`src/rtl/regfile_arb_pkg.sv`:
```
// Shared types and defaults for the register-file read arbiter.
// Combinational helpers only; no latency or backpressure of its own.
package regfile_arb_pkg;

  localparam int NUM_REQ_DEF = 4;
  localparam int ADDR_W_DEF  = 5;
  localparam int DATA_W_DEF  = 32;

  typedef enum logic {
    EMPTY = 1'b0,
    FULL  = 1'b1
  } slot_state_e;

  function automatic int clog2(input int n);
    int r;
    r = 0;
    for (int i = 0; i < 31; i++) begin
      if ((1 << i) < n) r = i + 1;
    end
    return r;
  endfunction

endpackage

```
`src/rtl/rr_priority_picker.sv`:
```
// Round-robin picker: first set request at or after rr_ptr, wrapping modulo NUM_REQ.
// Purely combinational, zero latency; no backpressure.
module rr_priority_picker #(
  parameter int NUM_REQ = 4,
  parameter int ID_W    = 2
) (
  input  logic [NUM_REQ-1:0] req,
  input  logic [ID_W-1:0]    rr_ptr,
  output logic [NUM_REQ-1:0] grant_onehot,
  output logic [ID_W-1:0]    grant_idx,
  output logic               any_grant
);

  logic [2*NUM_REQ-1:0] dbl;
  logic [NUM_REQ-1:0]   rot;
  logic [ID_W-1:0]      off_sel;
  logic [ID_W:0]        sum;

  always_comb begin
    dbl     = {req, req} >> rr_ptr;
    rot     = dbl[NUM_REQ-1:0];
    off_sel = '0;
    // Descending scan so the smallest offset from rr_ptr wins.
    for (int off = NUM_REQ - 1; off >= 0; off--) begin
      if (rot[off]) off_sel = ID_W'(off);
    end
    any_grant = |req;
    sum = {1'b0, rr_ptr} + {1'b0, off_sel};
    if (sum >= (ID_W + 1)'(NUM_REQ)) sum = sum - (ID_W + 1)'(NUM_REQ);
    grant_idx    = sum[ID_W-1:0];
    grant_onehot = any_grant ? (NUM_REQ'(1) << grant_idx) : '0;
  end

endmodule

```
`src/rtl/regfile_read_arbiter.sv`:
```
// Round-robin share of the 32-entry register read port; grant in T, registered rsp_valid in T+1.
// Grants stall while the response slot is FULL and rsp_ready is low; consume+grant in one cycle has no bubble.
module regfile_read_arbiter
  import regfile_arb_pkg::*;
#(
  parameter int NUM_REQ = NUM_REQ_DEF,
  parameter int ADDR_W  = ADDR_W_DEF,
  parameter int DATA_W  = DATA_W_DEF
) (
  input  logic                      clk,
  input  logic                      reset,
  input  logic [NUM_REQ-1:0]        req_valid,
  input  logic [NUM_REQ*ADDR_W-1:0] req_addr,
  output logic [NUM_REQ-1:0]        req_ready,
  output logic [ADDR_W-1:0]         mux_sel,
  input  logic [DATA_W-1:0]         mux_data,
  output logic                      rsp_valid,
  output logic [clog2(NUM_REQ)-1:0] rsp_id,
  output logic [ADDR_W-1:0]         rsp_addr,
  output logic [DATA_W-1:0]         rsp_data,
  input  logic                      rsp_ready
);

  localparam int ID_W = clog2(NUM_REQ);

  slot_state_e         state_q, state_d;
  logic [ID_W-1:0]     rr_ptr_q, rr_ptr_d;
  logic [ID_W-1:0]     rsp_id_q, rsp_id_d;
  logic [ADDR_W-1:0]   rsp_addr_q, rsp_addr_d;
  logic [DATA_W-1:0]   rsp_data_q, rsp_data_d;

  logic [NUM_REQ-1:0]  pick_onehot;
  logic [ID_W-1:0]     pick_idx;
  logic                pick_any;
  logic                can_accept;
  logic                grant;

  rr_priority_picker #(
    .NUM_REQ (NUM_REQ),
    .ID_W    (ID_W)
  ) u_picker (
    .req          (req_valid),
    .rr_ptr       (rr_ptr_q),
    .grant_onehot (pick_onehot),
    .grant_idx    (pick_idx),
    .any_grant    (pick_any)
  );

  always_comb begin
    can_accept = (state_q == EMPTY) || rsp_ready;
    grant      = can_accept && pick_any;
    req_ready  = grant ? pick_onehot : '0;
    mux_sel    = grant ? req_addr[pick_idx*ADDR_W +: ADDR_W] : '0;

    state_d    = state_q;
    rr_ptr_d   = rr_ptr_q;
    rsp_id_d   = rsp_id_q;
    rsp_addr_d = rsp_addr_q;
    rsp_data_d = rsp_data_q;

    if (grant) begin
      state_d    = FULL;
      rsp_id_d   = pick_idx;
      rsp_addr_d = mux_sel;
      rsp_data_d = mux_data;
      rr_ptr_d   = (pick_idx == ID_W'(NUM_REQ - 1)) ? '0 : pick_idx + ID_W'(1);
    end else if (state_q == FULL && rsp_ready) begin
      state_d = EMPTY;
    end
  end

  always_ff @(posedge clk) begin
    if (reset) begin
      state_q    <= EMPTY;
      rr_ptr_q   <= '0;
      rsp_id_q   <= '0;
      rsp_addr_q <= '0;
      rsp_data_q <= '0;
    end else begin
      state_q    <= state_d;
      rr_ptr_q   <= rr_ptr_d;
      rsp_id_q   <= rsp_id_d;
      rsp_addr_q <= rsp_addr_d;
      rsp_data_q <= rsp_data_d;
    end
  end

  assign rsp_valid = (state_q == FULL);
  assign rsp_id    = rsp_id_q;
  assign rsp_addr  = rsp_addr_q;
  assign rsp_data  = rsp_data_q;

endmodule

```
`config.mk`:
```
export PLATFORM = sky130hd
export DESIGN_NAME = regfile_read_arbiter
export DESIGN_NICKNAME = d
export VERILOG_FILES = /design/src/rtl/regfile_arb_pkg.sv /design/src/rtl/rr_priority_picker.sv /design/src/rtl/regfile_read_arbiter.sv
export SDC_FILE = /design/constraint.sdc
export NUM_CORES = 1
export LEC_CHECK = 0
export CORE_ASPECT_RATIO = 0.75
export CORE_MARGIN = 3
export CORE_UTILIZATION = 25
export DETAILED_ROUTE_END_ITERATION = 7
export PLACE_DENSITY = 0.61
export SLEW_MARGIN = 20
export SYNTH_ARGS = -nofsm -noshare
export SYNTH_HDL_FRONTEND = slang
export SYNTH_SLANG_ARGS = --single-unit
```
`constraint.sdc`:
```
create_clock -name clk -period 5.6 [get_ports clk]
set_input_delay 1.12 -clock clk [delete_from_list [all_inputs] [get_ports clk]]
set_output_delay 1.12 -clock clk [all_outputs]
set_load 0.005 [all_outputs]
```
==> flow_summary_export.csv, run 1 <==
group,metric,value,unit
outcome,outcome,"finished clean",
logic_synthesis,yosysMostFrequentCell,"nand2_1",
cts,clock-sinks,42,
min_path,min_path_type,"reg -> reg",
logic_synthesis,postSynth.asyncResetShare,0,
critical_path,reg2reg_depth,11,
grt,gr-total-overflow,0,
critical_path,path_common_cell,"clkdlybuf4s50_1",
placed_design,place_inst,431,
timing,setup_viol,0,
logic_synthesis,synth-seq-cells,42,
critical_path,setup.worst_path.start,"req_valid[1]",
critical_path,r2r-end,"rr_ptr_q[0]",
timing,tns,0,ns
power,ir_drop,148,uV
logic_synthesis,yosysWarnings,0,
cts,postCtsSetupRepairBufs,0,
placed_design,numPortBuffers,107,
floorplan,initial_core_util,0.262,
detailed_routing,drc_errors,0,
floorplan,core-area,7470,um2
placed_design,place_hpwl,4210,um
cts,cts_buffer_depth,2,
logic_synthesis,synth-edff-count,0,
logic_synthesis,synth.yosys.seq_area_share,0.430,
min_path,min_from,"rsp_data[22]",
timing,rsz0062_at_grt,"no",
critical_path,critPathMaxFanout,15,
cts,cts_root_buf,"clkbuf_8",
floorplan,rows,27,
floorplan,die_h,82.5,um
grt,antenna_found_initial,0,
logic_synthesis,syn-num-nets,300,
logic_synthesis,synth_commonest_cells,"nand2_1, dfxtp_1, a21oi_1",
finish,layoutNonFillerInstCount,439,
critical_path,r2r_slack,2.90,ns
detailed_routing,wirelength,5820,um
critical_path,crit_arrival,4.15,ns
logic_synthesis,syn_area,1950,um2
finish,n_fill_cell,749,
timing,relSlewSlack,0.376,
detailed_routing,dr.pass1.iters,4,
cts,cts_hold_buffers,0,
floorplan,fp.dieW,108,um
finish,multi_input_area,966,um2
critical_path,r2r_start,"rr_ptr_q[0]",
finish,final_net_count,398,
timing,hold_violations,0,
detailed_routing,wl_per_cell,13.3,um
grt,grt_pass1_wl,8890,um
logic_synthesis,yosys-top-cells-area,"dfxtp_1, nand2_1, a21oi_1, o211ai_2, mux2_2",
critical_path,crit_end,"mux_sel[4]",
detailed_routing,dr.first_iter.drc_count,56,
cts,cts_tree,"done",
logic_synthesis,ys_types,34,
power,p_leak,1.26,nW
logic_synthesis,yosys.area.top_type_share,0.430,
critical_path,required,4.48,ns
floorplan,boundaryPins,108,
critical_path,cp_num_buf_inv,3,
grt,grt_usage,0.129,
critical_path,crit_cells,9,
floorplan,fp.dieArea,8920,um2
timing,finClkSkew,0.00524,ns
critical_path,crit_type,"in -> out",
logic_synthesis,avgSynthCellArea,8.17,um2
detailed_routing,viasPerCell,4.31,
cts,cts-resized-gates,0,
detailed_routing,final_antenna_net_count,0,
timing,worst_pin_slew,0.927,ns
detailed_routing,vias,1892,
timing,fin_crit,5.27,ns
logic_synthesis,synthFlopType,"dfxtp_1",
finish,register_area,841,um2
timing,min_period_over_period,0.940,
job,max_cap_viol_count,0,
cts,cts_buffers,5,
critical_path,cp-end-kind,"primary output",
cts,clkTransAtPathRegs,0.08,ns
critical_path,crit_path_cell_trace,"clkdlybuf4s50_1, and2b_1, a221oi_1, o21ai_0, ha_1, mux2_2, o211ai_2, inv_1, clkdlybuf4s50_1",
finish,syn_to_final_growth,63.5,%
timing,finalMaxSlewViolations,0,
timing,fmaxAchievable,0.190,GHz
cts,ctsHtreeMaxLevel,2,
placed_design,place.gp.congestion,0.764,
critical_path,critPathLaunchType,"input pin",
power,total_power,1.32,mW
grt,grt_max_degree,43,
cts,clk_latency,0.29,ns
logic_synthesis,synthCells,239,
critical_path,slowest_delay,0.71,ns
finish,layout-drive-gt1-share,0.101,
grt,grt_pass1_vias,1755,
critical_path,crit_slowest_cell,"ha_1",
finish,antenna_cells,0,
critical_path,cpLargestDelayFamily,"buffers and inverters",
logic_synthesis,yosys.area.top_type,"dfxtp_1",
power,powerDensity,415,nW/um2
## logic make-up after synthesis
kind of cell	after synthesis	synth area share
buffers and inverters	27	0.0846
multiplexers	10	0.0545
flip-flops	42	0.430
adder cells (fa/ha/maj)	2	0.0128
AND/OR/NAND/NOR	99	0.206
AO/OA/AOI/OAI	57	0.199
XOR/XNOR	2	0.0128
## worst min path at each step
stage | end | cells after the start | slack (ns)
6_report | rsp_data[22] | 2 | 0.46
5_1_grt | rsp_data[25] | 2 | 0.47
4_1_cts | rsp_data[24] | 2 | 0.46
3_5_place_dp | rsp_data[24] | 2 | 0.45
3_3_place_gp | rsp_data[1] | 2 | 0.44
2_1_floorplan | rsp_data[0] | 2 | 0.45
## sequential cells by signal, indices dropped and copies added (netlist names)
| name | cells |
|---|---|
| rr_ptr_q | 2 |
| rsp_addr | 5 |
| rsp_data | 32 |
| rsp_id | 2 |
| rsp_valid | 1 |
## layout make-up
| cell class | instances | share of cell area |
|---|---|---|
| clock buffer | 6 | 0.0259 |
| sequential | 42 | 0.263 |
| inverter | 8 | 0.00940 |
| multi-input combinational | 170 | 0.302 |
| clock inverter | 2 | 0.0188 |
| timing repair buffer | 110 | 0.341 |
| tap | 101 | 0.0396 |
## metrics by stage
stage	setup slack (ns)	cell area, um2	hold WS [ns]	util
4_1_cts	0.156	3180	0.459	0.426
2_1_floorplan	1.70	1950	0.453	-
3_5_place_dp	0.158	3040	0.447	0.407
6_report	0.335	3190	0.455	0.428
5_1_grt	0.103	3190	0.473	0.428
3_3_place_gp	0.266	3040	0.440	0.407
## cell usage in the layout, fill, tap and decap left out, drive strengths merged, types with 2 or more instances in the layout
cell type | netlist | final
mux2 | 5 | 5
nor2 | 10 | 10
clkdlybuf4s50 | 0 | 106
o211ai | 5 | 5
nor3 | 3 | 3
clkbuf | 8 | 6
nand2b | 2 | 2
nand2 | 79 | 79
inv | 8 | 8
a21oi | 43 | 43
ha | 2 | 2
buf | 11 | 4
nor4 | 2 | 2
bufinv | 0 | 2
dfxtp | 42 | 42
xnor2 | 2 | 2
o32ai | 2 | 2
mux2i | 5 | 5
## where the power goes
group / switching (mW) / leakage, nW / internal [mW]
clock: 0.108 / 0.0714 / 0.190
combinational: 0.289 / 0.844 / 0.357
sequential: 0.0358 / 0.348 / 0.344
## per-layer routing
| layer | up-vias | routed length, um | track usage |
|---|---|---|---|
| met5 | - | 0 | 0 |
| met4 | 0 | 57 | 0.0340 |
| met3 | 4 | 570 | 0.0559 |
| met2 | 64 | 2320 | 0.183 |
| met1 | 841 | 2880 | 0.177 |
| li1 | 983 | - | - |
## worst min-delay path, delay by kind of cell (launching register included)
kind             cells  cell delay (ns)
flip-flops           1             0.31
AND/OR/NAND/NOR      1             0.05
AO/OA/AOI/OAI        1             0.05
Power figures use the tool's default switching activity.
==> run 2: changes to the inputs <==
--- a/config.mk
+++ b/config.mk
@@ -6,9 +6,9 @@
 export NUM_CORES = 1
 export LEC_CHECK = 0
 export CORE_ASPECT_RATIO = 0.75
-export CORE_MARGIN = 3
 export CORE_UTILIZATION = 25
 export DETAILED_ROUTE_END_ITERATION = 7
+export GPL_ROUTABILITY_DRIVEN = 0
 export PLACE_DENSITY = 0.61
 export SLEW_MARGIN = 20
 export SYNTH_ARGS = -nofsm -noshare
==> flow_summary_export.csv, run 2 (synthesis results as in run 1) <==
group,metric,value,unit
floorplan,initial_core_util,0.262,
detailed_routing,final_antenna_net_count,0,
power,p_leak,1.24,nW
detailed_routing,dr.pass1.iters,4,
cts,cts_root_buf,"clkbuf_8",
cts,cts_buffers,5,
cts,clock-sinks,42,
grt,grt_pass1_wl,8640,um
job,max_cap_viol_count,0,
timing,tns,0,ns
detailed_routing,wl_per_cell,12.2,um
cts,clk_latency,0.28,ns
detailed_routing,wirelength,5340,um
critical_path,r2r-end,"rr_ptr_q[0]",
detailed_routing,drc_errors,0,
floorplan,boundaryPins,108,
cts,ctsHtreeMaxLevel,2,
cts,postCtsSetupRepairBufs,0,
min_path,holdPathStages,2,
critical_path,crit_arrival,4.15,ns
cts,cts_hold_buffers,0,
timing,hold_violations,0,
cts,cts_buffer_depth,2,
floorplan,rows,27,
finish,final_net_count,397,
grt,grt_max_degree,43,
critical_path,reg2reg_depth,11,
timing,holdWs,0.456,ns
grt,gr-total-overflow,0,
min_path,min_to,"rsp_data[10]",
timing,relSlewSlack,0.406,
cts,clkTransAtPathRegs,0.08,ns
placed_design,placed_area,3030,um2
cts,cts_tree,"done",
critical_path,cp-end-kind,"primary output",
finish,syn_to_final_growth,61.3,%
timing,fmaxAchievable,0.190,GHz
finish,fin_area,3150,um2
power,powerDensity,398,nW/um2
timing,rsz0062_at_grt,"no",
detailed_routing,viasPerCell,4.26,
min_path,min_from,"rsp_data[10]",
grt,grt_pass1_vias,1753,
critical_path,r2r_start,"rr_ptr_q[0]",
outcome,outcome,"finished clean",
placed_design,place_hpwl,3780,um
min_path,min_path_type,"reg -> reg",
critical_path,r2r_slack,2.91,ns
timing,finClkSkew,0.00645,ns
power,ir_drop,130,uV
finish,largest_register_ffs,32,
detailed_routing,vias,1867,
floorplan,fp.dieW,104,um
timing,fin_crit,5.27,ns
timing,finalMaxSlewViolations,0,
grt,antenna_found_initial,0,
critical_path,crit_type,"in -> out",
critical_path,required,4.48,ns
timing,worst_pin_slew,0.889,ns
critical_path,critPathMaxFanout,15,
finish,final_cell_mix,"clkdlybuf4s50_1, nand2_1, dfxtp_1",
timing,min_period_over_period,0.942,
grt,grt_usage,0.133,
placed_design,numPortBuffers,107,
detailed_routing,dr.first_iter.drc_count,52,
finish,mostFrequentLayoutCell,"clkdlybuf4s50_1",
finish,layout-drive-gt1-share,0.0920,
floorplan,fp.dieArea,8170,um2
timing,setup_viol,0,
finish,antenna_cells,0,
critical_path,critPathLaunchType,"input pin",
floorplan,die_h,78.5,um
cts,cts-resized-gates,0,
floorplan,core-area,7470,um2
## run 2: changes by cell type in the layout (fill, tap and decap cells not counted)
cell,delta
clkbuf_1,+2
buf_4,-1
bufinv_16,-1
clkbuf_8,-1
## run 2: cell type report
class | instances | area (um2)
repair buffers | 109 | 1080
flip-flops and latches | 42 | 841
fillers | 781 | 4320
clock inverters | 1 | 30.0
clock buffers | 7 | 76.3
well taps | 101 | 126
multi-input cells | 170 | 966
inverters | 8 | 30.0
## run 2: where the power goes
part	leakage, nW	internal [mW]	switching (mW)
clock	0.0524	0.134	0.101
combinational	0.839	0.355	0.283
sequential	0.348	0.344	0.0361
total	1.24	0.833	0.420
## run 2: per-layer routing
layer	vias to the layer above	GRT usage	wire length (um)
met5	-	0	0
li1	988	-	-
met1	801	0.170	2580
met3	4	0.0598	554
met2	74	0.203	2170
met4	0	0.0300	31
## run 2: through the flow
step	utilization	total power, mW	cells	setup WS, ns
5_1_grt	0.422	1.35	438	0.0966
2_1_floorplan	-	0.775	239	1.70
6_report	0.422	1.25	438	0.325
3_5_place_dp	0.406	1.02	430	0.0985
3_3_place_gp	0.406	1.02	430	0.249
4_1_cts	0.420	1.27	438	0.116
## run 2: worst max path at each step
stage                 start            to  slack, ns  cells after the start
2_1_floorplan  req_valid[2]  req_ready[3]       1.70                     11
3_3_place_gp   req_valid[1]  req_ready[3]       0.25                     11
3_5_place_dp   req_valid[1]  req_ready[3]        0.1                     11
4_1_cts        req_valid[1]  req_ready[3]       0.12                     11
5_1_grt        req_valid[1]    mux_sel[3]        0.1                      9
6_report       req_valid[1]    mux_sel[4]       0.33                      9
## run 2: critical path: stages
cell             delay, ns
clkdlybuf4s50_1       0.61
and2b_1               0.21
a221oi_1              0.23
o21ai_0               0.12
ha_1                  0.72
mux2_2                0.42
o211ai_2              0.20
inv_1                 0.06
clkdlybuf4s50_1       0.46
